File: src/rtl/sram_arb_pkg.sv
// Shared types for the SRAM port arbiter: response owner encoding and the
// registered response descriptor.
package sram_arb_pkg;

   typedef enum logic {
      OWNER_FETCH = 1'b0,
      OWNER_DATA  = 1'b1
   } owner_e;

   typedef struct packed {
      logic   valid;
      owner_e owner;
   } resp_t;

   localparam int unsigned STARVE_CNT_W = 4;

endpackage

File: src/rtl/sram_arb_starve_ctr.sv
// Fetch starvation counter: counts consecutive cycles a pending fetch loses
// arbitration and raises force_i once the limit is reached.
module sram_arb_starve_ctr
   import sram_arb_pkg::*;
#(
   parameter int unsigned STARVE_LIMIT = 4
) (
   input  logic clk,
   input  logic rst_n,
   input  logic i_req,
   input  logic i_gnt,
   output logic force_i
);

   localparam logic [STARVE_CNT_W-1:0] LIMIT = STARVE_LIMIT[STARVE_CNT_W-1:0];

   logic [STARVE_CNT_W-1:0] cnt_q;
   logic [STARVE_CNT_W-1:0] cnt_d;

   always_comb begin
      cnt_d = '0;
      if (i_req && !i_gnt) begin
         cnt_d = (cnt_q == '1) ? cnt_q : cnt_q + 1'b1;
      end
   end

   always_ff @(posedge clk or negedge rst_n) begin
      if (!rst_n) begin
         cnt_q <= '0;
      end else begin
         cnt_q <= cnt_d;
      end
   end

   assign force_i = (cnt_q >= LIMIT);

endmodule

File: src/rtl/sram_port_arbiter.sv
// Shares one single-port synchronous SRAM between the fetch port and the
// load/store port; data has priority unless a starving fetch is forced.
module sram_port_arbiter
   import sram_arb_pkg::*;
#(
   parameter int unsigned DATA_WIDTH   = 32,
   parameter int unsigned ADDR_WIDTH   = 32,
   parameter int unsigned NUM_BYTES    = DATA_WIDTH / 8,
   parameter int unsigned STARVE_LIMIT = 4
) (
   input  logic                  clk,
   input  logic                  rst_n,
   input  logic                  i_req,
   input  logic [ADDR_WIDTH-1:0] i_addr,
   output logic                  i_gnt,
   output logic                  i_rvalid,
   output logic [DATA_WIDTH-1:0] i_rdata,
   input  logic                  d_req,
   input  logic                  d_we,
   input  logic [NUM_BYTES-1:0]  d_be,
   input  logic [ADDR_WIDTH-1:0] d_addr,
   input  logic [DATA_WIDTH-1:0] d_wdata,
   output logic                  d_gnt,
   output logic                  d_rvalid,
   output logic [DATA_WIDTH-1:0] d_rdata,
   output logic                  mem_sel,
   output logic                  mem_we,
   output logic [NUM_BYTES-1:0]  mem_be,
   output logic [ADDR_WIDTH-1:0] mem_addr,
   output logic [DATA_WIDTH-1:0] mem_din,
   input  logic [DATA_WIDTH-1:0] mem_dout,
   input  logic                  mem_ack
);

   logic                  force_i;
   resp_t                 resp_q;
   resp_t                 resp_d;
   logic [ADDR_WIDTH-1:0] addr_q;
   logic [ADDR_WIDTH-1:0] addr_d;
   logic [DATA_WIDTH-1:0] din_q;
   logic [DATA_WIDTH-1:0] din_d;
   logic                  chk_en_q;

   sram_arb_starve_ctr #(
      .STARVE_LIMIT (STARVE_LIMIT)
   ) u_starve_ctr (
      .clk     (clk),
      .rst_n   (rst_n),
      .i_req   (i_req),
      .i_gnt   (i_gnt),
      .force_i (force_i)
   );

   // Grants are gated by rst_n so nothing is accepted while reset is held.
   always_comb begin
      d_gnt = rst_n && d_req && !force_i;
      i_gnt = rst_n && i_req && !d_gnt;
   end

   // Address and write data hold their last driven value when idle.
   always_comb begin
      addr_d  = addr_q;
      din_d   = din_q;
      mem_sel = 1'b0;
      mem_we  = 1'b0;
      mem_be  = '0;
      if (d_gnt) begin
         addr_d  = d_addr;
         din_d   = d_wdata;
         mem_sel = 1'b1;
         mem_we  = d_we;
         mem_be  = d_we ? d_be : '0;
      end else if (i_gnt) begin
         addr_d  = i_addr;
         mem_sel = 1'b1;
      end
   end

   assign mem_addr = addr_d;
   assign mem_din  = din_d;

   always_comb begin
      resp_d.valid = d_gnt || i_gnt;
      resp_d.owner = d_gnt ? OWNER_DATA : OWNER_FETCH;
   end

   always_ff @(posedge clk or negedge rst_n) begin
      if (!rst_n) begin
         resp_q.valid <= 1'b0;
         resp_q.owner <= OWNER_FETCH;
         addr_q       <= '0;
         din_q        <= '0;
      end else begin
         resp_q <= resp_d;
         addr_q <= addr_d;
         din_q  <= din_d;
      end
   end

   assign i_rvalid = resp_q.valid && (resp_q.owner == OWNER_FETCH);
   assign d_rvalid = resp_q.valid && (resp_q.owner == OWNER_DATA);
   assign i_rdata  = mem_dout;
   assign d_rdata  = mem_dout;

   // The SRAM ack register is not reset, so its echo is only trusted once a
   // full cycle has passed since reset release.
   always_ff @(posedge clk or negedge rst_n) begin
      if (!rst_n) begin
         chk_en_q <= 1'b0;
      end else begin
         chk_en_q <= 1'b1;
         if (chk_en_q) begin
            assert (mem_ack == resp_q.valid);
         end
      end
   end

endmodule
File: config.mk
export PLATFORM = sky130hd
export DESIGN_NAME = sram_port_arbiter
export DESIGN_NICKNAME = d
export VERILOG_FILES = /design/src/rtl/sram_arb_pkg.sv /design/src/rtl/sram_arb_starve_ctr.sv /design/src/rtl/sram_port_arbiter.sv
export SDC_FILE = /design/constraint.sdc
export NUM_CORES = 1
export LEC_CHECK = 0
export CORE_AREA = 2 2 108 110
export CTS_CLUSTER_SIZE = 8
export DETAILED_ROUTE_END_ITERATION = 10
export DIE_AREA = 0 0 110 112
export PLACE_DENSITY = 0.77
export REMOVE_ABC_BUFFERS = 1
export SETUP_SLACK_MARGIN = 0.15
export SYNTH_ARGS = -nofsm -noshare
export SYNTH_HDL_FRONTEND = slang
export SYNTH_SLANG_ARGS = --single-unit
File: constraint.sdc
create_clock -name clk -period 5.26 [get_ports clk]
set_input_delay 1.052 -clock clk [delete_from_list [all_inputs] [get_ports clk]]
set_output_delay 1.052 -clock clk [all_outputs]
set_load 0.05 [all_outputs]
==> results.json, run 1 <==
{
  "synth_edf_count": 0,
  "relSlewSlack_pct": 38.9,
  "cts-root-buf": "clkbuf_16",
  "antenna_found_initial": 0,
  "synth_commonest_cells": "dfrtp_1, buf_4, mux2i_1, nand2_1, o21ai_0",
  "grt_use_total_pct": 17.2,
  "drive_above_1_share_pct": 29.5,
  "cts_sinks": 70,
  "finalHoldViolCount": 0,
  "reg2regPathDepth": 3,
  "total_power_uw": 1860,
  "wl_per_cell_um": 18.6,
  "rows": 39,
  "synth_seq_area_share_pct": 50.1,
  "synth.most_common_cell": "dfrtp_1",
  "syn_inst": 304,
  "synth_top_family_by_area": "multiplexers",
  "synth_adder_area_share_pct": 0.358,
  "rsz0062_at_grt": "false",
  "tightest_slew_ns": 0.916,
  "clk_latency_ns": 0.33,
  "port_buffers": 178,
  "io_pins": 276,
  "h-tree-depth": 3,
  "peakVddDrop_uv": 189,
  "reg2reg_slack_ns": 3.21,
  "outcome": "complete, no violations",
  "min_period_over_period_pct": 80.0,
  "synth.area.mux_share_pct": 20.6,
  "path_cells": "clkdlybuf4s50_1, and4bb_4, clkdlybuf4s50_1",
  "drt-pass1-iter-count": 4,
  "hold_path.class": "flip-flop to flip-flop",
  "crit-reg2reg-capture": "din_q[20]$_DFF_PN0_",
  "crit_top_cell": "clkdlybuf4s50_1",
  "worstSetupPathType": "input pin to output port",
  "async_reset_ff_share_pct": 100,
  "crit_slowest_cell": "clkdlybuf4s50_1",
  "start_kind": "input pin",
  "synthXorXnorAreaFrac_pct": 0.251,
  "syn_to_final_growth_pct": 44.0,
  "nets": 558,
  "grt_overflow": 0,
  "drtIter0Drc": 81,
  "p_per_area_mw_per_mm2": 370,
  "holdPathStages": 1,
  "die-area_mm2": 0.0123,
  "grt_pass1_wl_mm": 15.6,
  "finalSetupViolations": 0,
  "cts_setup_buffers": 0,
  "grt_pass1_vias": 2822,
  "gp_congestion": 0.799,
  "ys_top_cells_by_area": "dfrtp_1, buf_4, mux2i_1, mux2_2, o21ai_0",
  "syn_area_mm2": 0.00349,
  "cts_buffer_depth": 2,
  "drc": 0,
  "synth.distinct_cells": 27,
  "antenna_cells": 0,
  "die_h_um": 112,
  "vias": 2625,
  "fin_setup_tns_ns": 0,
  "drv_cap": 0,
  "path_clk_slew_ns": 0.06,
  "fp.dieW_um": 110,
  "cp-startpoint": "d_req",
  "finalCriticalPeriod_ns": 4.21,
  "avgSynthCellArea_um2": 11.5,
  "critPathMaxStageDelay_ns": 0.93,
  "worstPathMaxFanout": 45,
  "cts_resized": 0,
  "r2r_start": "u_starve_ctr.cnt_q[2]$_DFFE_PN0P_",
  "holdCritStartpoint": "din_q[21]$_DFF_PN0_",
  "leakage_uw": 0.00234,
  "critPathRequiredTime_ns": 4.21,
  "maxSlewViolCount": 0,
  "antenna_left": 0,
  "place_hpwl_mm": 8.18,
  "cts_hold_buf": 0,
  "wl_mm": 10.5,
  "yosys.area_share.simple_pct": 7.02,
  "min_to": "din_q[21]$_DFF_PN0_",
  "synth_top_area_share_pct": 50.1,
  "synth-seq-cells": 70,
  "start_util_pct": 31.3,
  "cp.arrival_ns": 3.15,
  "synth_largest_area_cell": "dfrtp_1",
  "synth-compound-area-share_pct": 5.33,
  "viasPerCell": 4.63,
  "core_mm2": 0.0112,
  "max_freq_mhz": 238,
  "ys_warn_count": 0,
  "clock_skew_ns": 0.00565,
  "ys.flop_type": "dfrtp_1",
  "crit_path_end_kind": "output port",
  "tritoncts.num_buffers": 9,
  "grt_max_degree": 72,
  "cts_tree": "yes"
}
-- routing by layer --
metal | global-route usage, % | vias up | share of wire [%]
met4 | 4.73 | 2 | 0.93
met1 | 18.9 | 1233 | 37
met3 | 15.7 | 11 | 19
met5 | 5.88 | - | 0.60
li1 | - | 1191 | -
met2 | 23.7 | 188 | 42
-- per-stage QoR --
step / hold WS [ns] / cell area [um^2] / util [%] / instances / worst slack (ns)
3_3_place_gp: 0.481 / 4750 / 42.5 / 551 / 1.07
6_report: 0.497 / 5030 / 45.0 / 567 / 1.05
2_1_floorplan: 0.535 / 2930 / - / 226 / 1.27
5_1_grt: 0.507 / 5030 / 45.0 / 567 / 0.985
4_1_cts: 0.502 / 5030 / 45.0 / 567 / 1.04
3_5_place_dp: 0.483 / 4750 / 42.5 / 551 / 1.05
-- how the worst max path moves through the flow --
stage | slack [ns] | endpoint | cells past startpoint
2_1_floorplan | 1.27 | mem_addr[0] | 3
6_report | 1.05 | d_gnt | 3
5_1_grt | 0.99 | d_gnt | 3
3_5_place_dp | 1.05 | d_gnt | 3
4_1_cts | 1.04 | d_gnt | 3
3_3_place_gp | 1.07 | d_gnt | 3
-- state kept, by name (all words and copies together), names as in the netlist --
name,flops
resp_q,2
addr_q,32
u_starve_ctr.cnt_q,4
din_q,32
-- where the power goes --
group,leakage (uW),switching (uW),internal (uW)
sequential,0.000844,21.9,617
clock,0.000130,226,329
combinational,0.00136,425,244
total,0.00234,673,1190
-- cell families (layout without fill, tap and decap cells) --
group           after synthesis  after routing
buf+inv                      79            199
flops                        70             70
mux                          65             65
simple gates                 52             52
compound gates               36             36
fa+ha+maj                     1              1
xor+xnor                      1              1
-- critical path: cells and delay by family --
kind | cells | cell delay (ns)
simple gates | 1 | 0.68
buf+inv | 2 | 1.41
-- area by class of cell --
cell class | count | area, um^2
Inverter | 1 | 3.75
Fill cell | 1037 | 6140
Clock inverter | 6 | 37.5
Tap cell | 143 | 179
Multi-Input combinational cell | 155 | 1170
Sequential cell | 70 | 1750
Timing Repair Buffer | 182 | 1650
Clock buffer | 10 | 239
-- layout by cell type (no fill, tap or decap) --
cell type,n
nand3b_1,1
o211ai_1,1
clkinv_2,3
mux2_4,8
nand2_2,1
mux2i_1,33
clkbuf_16,9
nor3b_1,2
nand2_1,33
o21ai_0,33
mux2_2,24
inv_1,1
nand3_1,2
clkinvlp_4,3
dfrtp_1,70
nand2b_1,1
nor2b_1,1
and2_1,2
ha_1,1
buf_4,74
xnor2_1,1
a21boi_0,1
a31oi_1,1
buf_12,1
and4bb_4,1
nor2_1,3
nor3_1,1
and3_1,4
clkbuf_8,1
clkdlybuf4s50_1,107
Note: power is estimated with default switching activity, not from simulation.
==> run 2, diff against run 1 <==
--- a/config.mk
+++ b/config.mk
@@ -5,10 +5,11 @@
 export SDC_FILE = /design/constraint.sdc
 export NUM_CORES = 1
 export LEC_CHECK = 0
-export CORE_AREA = 2 2 108 110
+export CORE_ASPECT_RATIO = 1.1
+export CORE_MARGIN = 2
+export CORE_UTILIZATION = 30
 export CTS_CLUSTER_SIZE = 8
 export DETAILED_ROUTE_END_ITERATION = 10
-export DIE_AREA = 0 0 110 112
 export PLACE_DENSITY = 0.77
 export REMOVE_ABC_BUFFERS = 1
 export SETUP_SLACK_MARGIN = 0.15
==> constraint.sdc (replaced) <==
create_clock -name clk -period 3.4 [get_ports clk]
set_input_delay 0.68 -clock clk [delete_from_list [all_inputs] [get_ports clk]]
set_output_delay 0.68 -clock clk [all_outputs]
set_load 0.05 [all_outputs]
==> run 2 against run 1 <==
- cell count increased by 1.9%
- combinational power increased by 94%
- sequential power increased by 55%
- critical endpoint is now mem_din[19]
- power increased by 73%
- setup slack got worse by 0.61 ns
- largest power group unchanged
==> results.json, run 2 (synthesis results as in run 1) <==
{
  "grt_pass1_vias": 2843,
  "grt_use_total_pct": 17.7,
  "die-area_mm2": 0.0125,
  "drive_above_1_share_pct": 30.4,
  "start_kind": "input pin",
  "drc": 0,
  "start_util_pct": 30.5,
  "die_h_um": 117,
  "drt-pass1-iter-count": 6,
  "tritoncts.num_buffers": 9,
  "fp.dieW_um": 107,
  "gp_congestion": 0.837,
  "cts_buffer_depth": 2,
  "place_hpwl_mm": 9.01,
  "p_per_area_mw_per_mm2": 561,
  "leakage_uw": 0.00259,
  "crit_path_end_kind": "output port",
  "clk_latency_ns": 0.33,
  "fill_cells": 971,
  "cts_hold_buf": 0,
  "cts-root-buf": "clkbuf_16",
  "wl_per_cell_um": 19.4,
  "worstSetupPathType": "input pin to output port",
  "critPathMaxStageDelay_ns": 0.48,
  "total_power_uw": 3220,
  "io_pins": 276,
  "maxSlewViolCount": 0,
  "biggestRegsByFlops": "addr_q x32, din_q x32, u_starve_ctr.cnt_q x4",
  "core_mm2": 0.0114,
  "cts_tree": "yes",
  "drv_cap": 0,
  "antenna_left": 0,
  "drtIter0Drc": 88,
  "path_cells": "clkdlybuf4s50_1, and4bb_4, buf_12, mux2_2, buf_4",
  "cts_setup_buffers": 0,
  "vias": 2676,
  "final_cell_mix": "clkdlybuf4s50_1, dfrtp_1, buf_12",
  "clock_skew_ns": 0.00720,
  "port_buffers": 178,
  "finalHoldViolCount": 0,
  "rows": 41,
  "finalSetupViolations": 0,
  "relSlewSlack_pct": 57.7,
  "syn_to_final_growth_pct": 64.4,
  "outcome": "complete, no violations",
  "antenna_found_initial": 0,
  "critPathTopFamily": "buffers and inverters",
  "rsz0062_at_grt": "false",
  "tightest_slew_ns": 0.635,
  "critPathRequiredTime_ns": 2.72,
  "finalCriticalPeriod_ns": 2.95,
  "crit_buf_inv": 3,
  "cp.arrival_ns": 2.27,
  "worst_slack_ns": 0.445,
  "cts_sinks": 70,
  "reg2reg_slack_ns": 1.78,
  "viasPerCell": 4.63,
  "dp_slack_ns": 0.443,
  "grt_max_degree": 58,
  "worstPathMaxFanout": 36,
  "peakVddDrop_uv": 354,
  "grt_pass1_wl_mm": 16.2,
  "grt_overflow": 0,
  "layout_commonest_cell": "clkdlybuf4s50_1",
  "path_clk_slew_ns": 0.06,
  "wl_mm": 11.2,
  "min_period_over_period_pct": 86.9,
  "fin_setup_tns_ns": 0,
  "crit_slowest_cell": "clkdlybuf4s50_1",
  "max_freq_mhz": 338,
  "cts_resized": 0,
  "nets": 561,
  "hold_path.class": "input pin to async pin",
  "h-tree-depth": 3
}
## run 2: changes by cell type in the layout (fill, tap and decap cells not counted)
cell / before / now
buf_12: 1 / 54
buf_4: 74 / 26
bufinv_16: 0 / 1
clkdlybuf4s50_1: 107 / 105
clkinv_4: 0 / 1
clkinvlp_4: 3 / 1
diode_2: 0 / 1
## run 2: area by class of cell
cell class	count	area, um^2	area share, %
timing repair buffer	185	2330	40.5
sequential	70	1750	30.5
clock buffer	10	239	4.16
tap	150	188	3.27
inverter	1	3.75	0.0653
clock inverter	6	61.3	1.07
antenna	1	2.50	0.0435
multi-input combinational	155	1170	20.4
## run 2: through the flow
step                      instances  cell area [um^2]  utilization, %  hold WS, ns
after floorplan                 226              2930               -        0.384
after global placement          561              5440            47.6        0.482
after detailed placement        561              5440            47.6        0.487
after CTS                       577              5740            50.2        0.364
after global routing            577              5740            50.2        0.380
final                           578              5750            50.2        0.365
## run 2: report_power, final
| group | switching (uW) | internal, uW | leakage (uW) |
|---|---|---|---|
| sequential | 34.9 | 955 | 0.000844 |
| combinational | 710 | 591 | 0.00160 |
| clock | 349 | 585 | 0.000148 |
| total | 1090 | 2130 | 0.00259 |
## run 2: path summary, 6_finish.rpt
check                                                        from                                 to  cells past startpoint
worst max register to register  u_starve_ctr.cnt_q[3]$_DFFE_PN0P_                din_q[15]$_DFF_PN0_                      3
max in group asynchronous                                   rst_n                addr_q[8]$_DFF_PN0_                      2
worst min-delay path                                        rst_n  u_starve_ctr.cnt_q[2]$_DFFE_PN0P_                      2
worst max-delay path                                        d_req                        mem_din[19]                      5
worst min register to register                din_q[31]$_DFF_PN0_                din_q[31]$_DFF_PN0_                      1
min in group clk                              din_q[31]$_DFF_PN0_                din_q[31]$_DFF_PN0_                      1
## run 2: per-layer routing
metal | up-vias | global-route usage, % | wire length, um
met4 | 2 | 5.37 | 169
met2 | 192 | 25.3 | 4910
met1 | 1264 | 18.3 | 3920
met3 | 19 | 16.3 | 2170
met5 | - | 4.76 | 48
li1 | 1199 | - | -
==> run 3, diff against run 2 <==
--- a/config.mk
+++ b/config.mk
@@ -12,7 +12,7 @@
 export DETAILED_ROUTE_END_ITERATION = 10
 export PLACE_DENSITY = 0.77
 export REMOVE_ABC_BUFFERS = 1
-export SETUP_SLACK_MARGIN = 0.15
+export SETUP_SLACK_MARGIN = 0.02
 export SYNTH_ARGS = -nofsm -noshare
 export SYNTH_HDL_FRONTEND = slang
 export SYNTH_SLANG_ARGS = --single-unit
==> results of run 3 <==
Same layout as run 2: the final DEF is identical, and so are final timing and power.
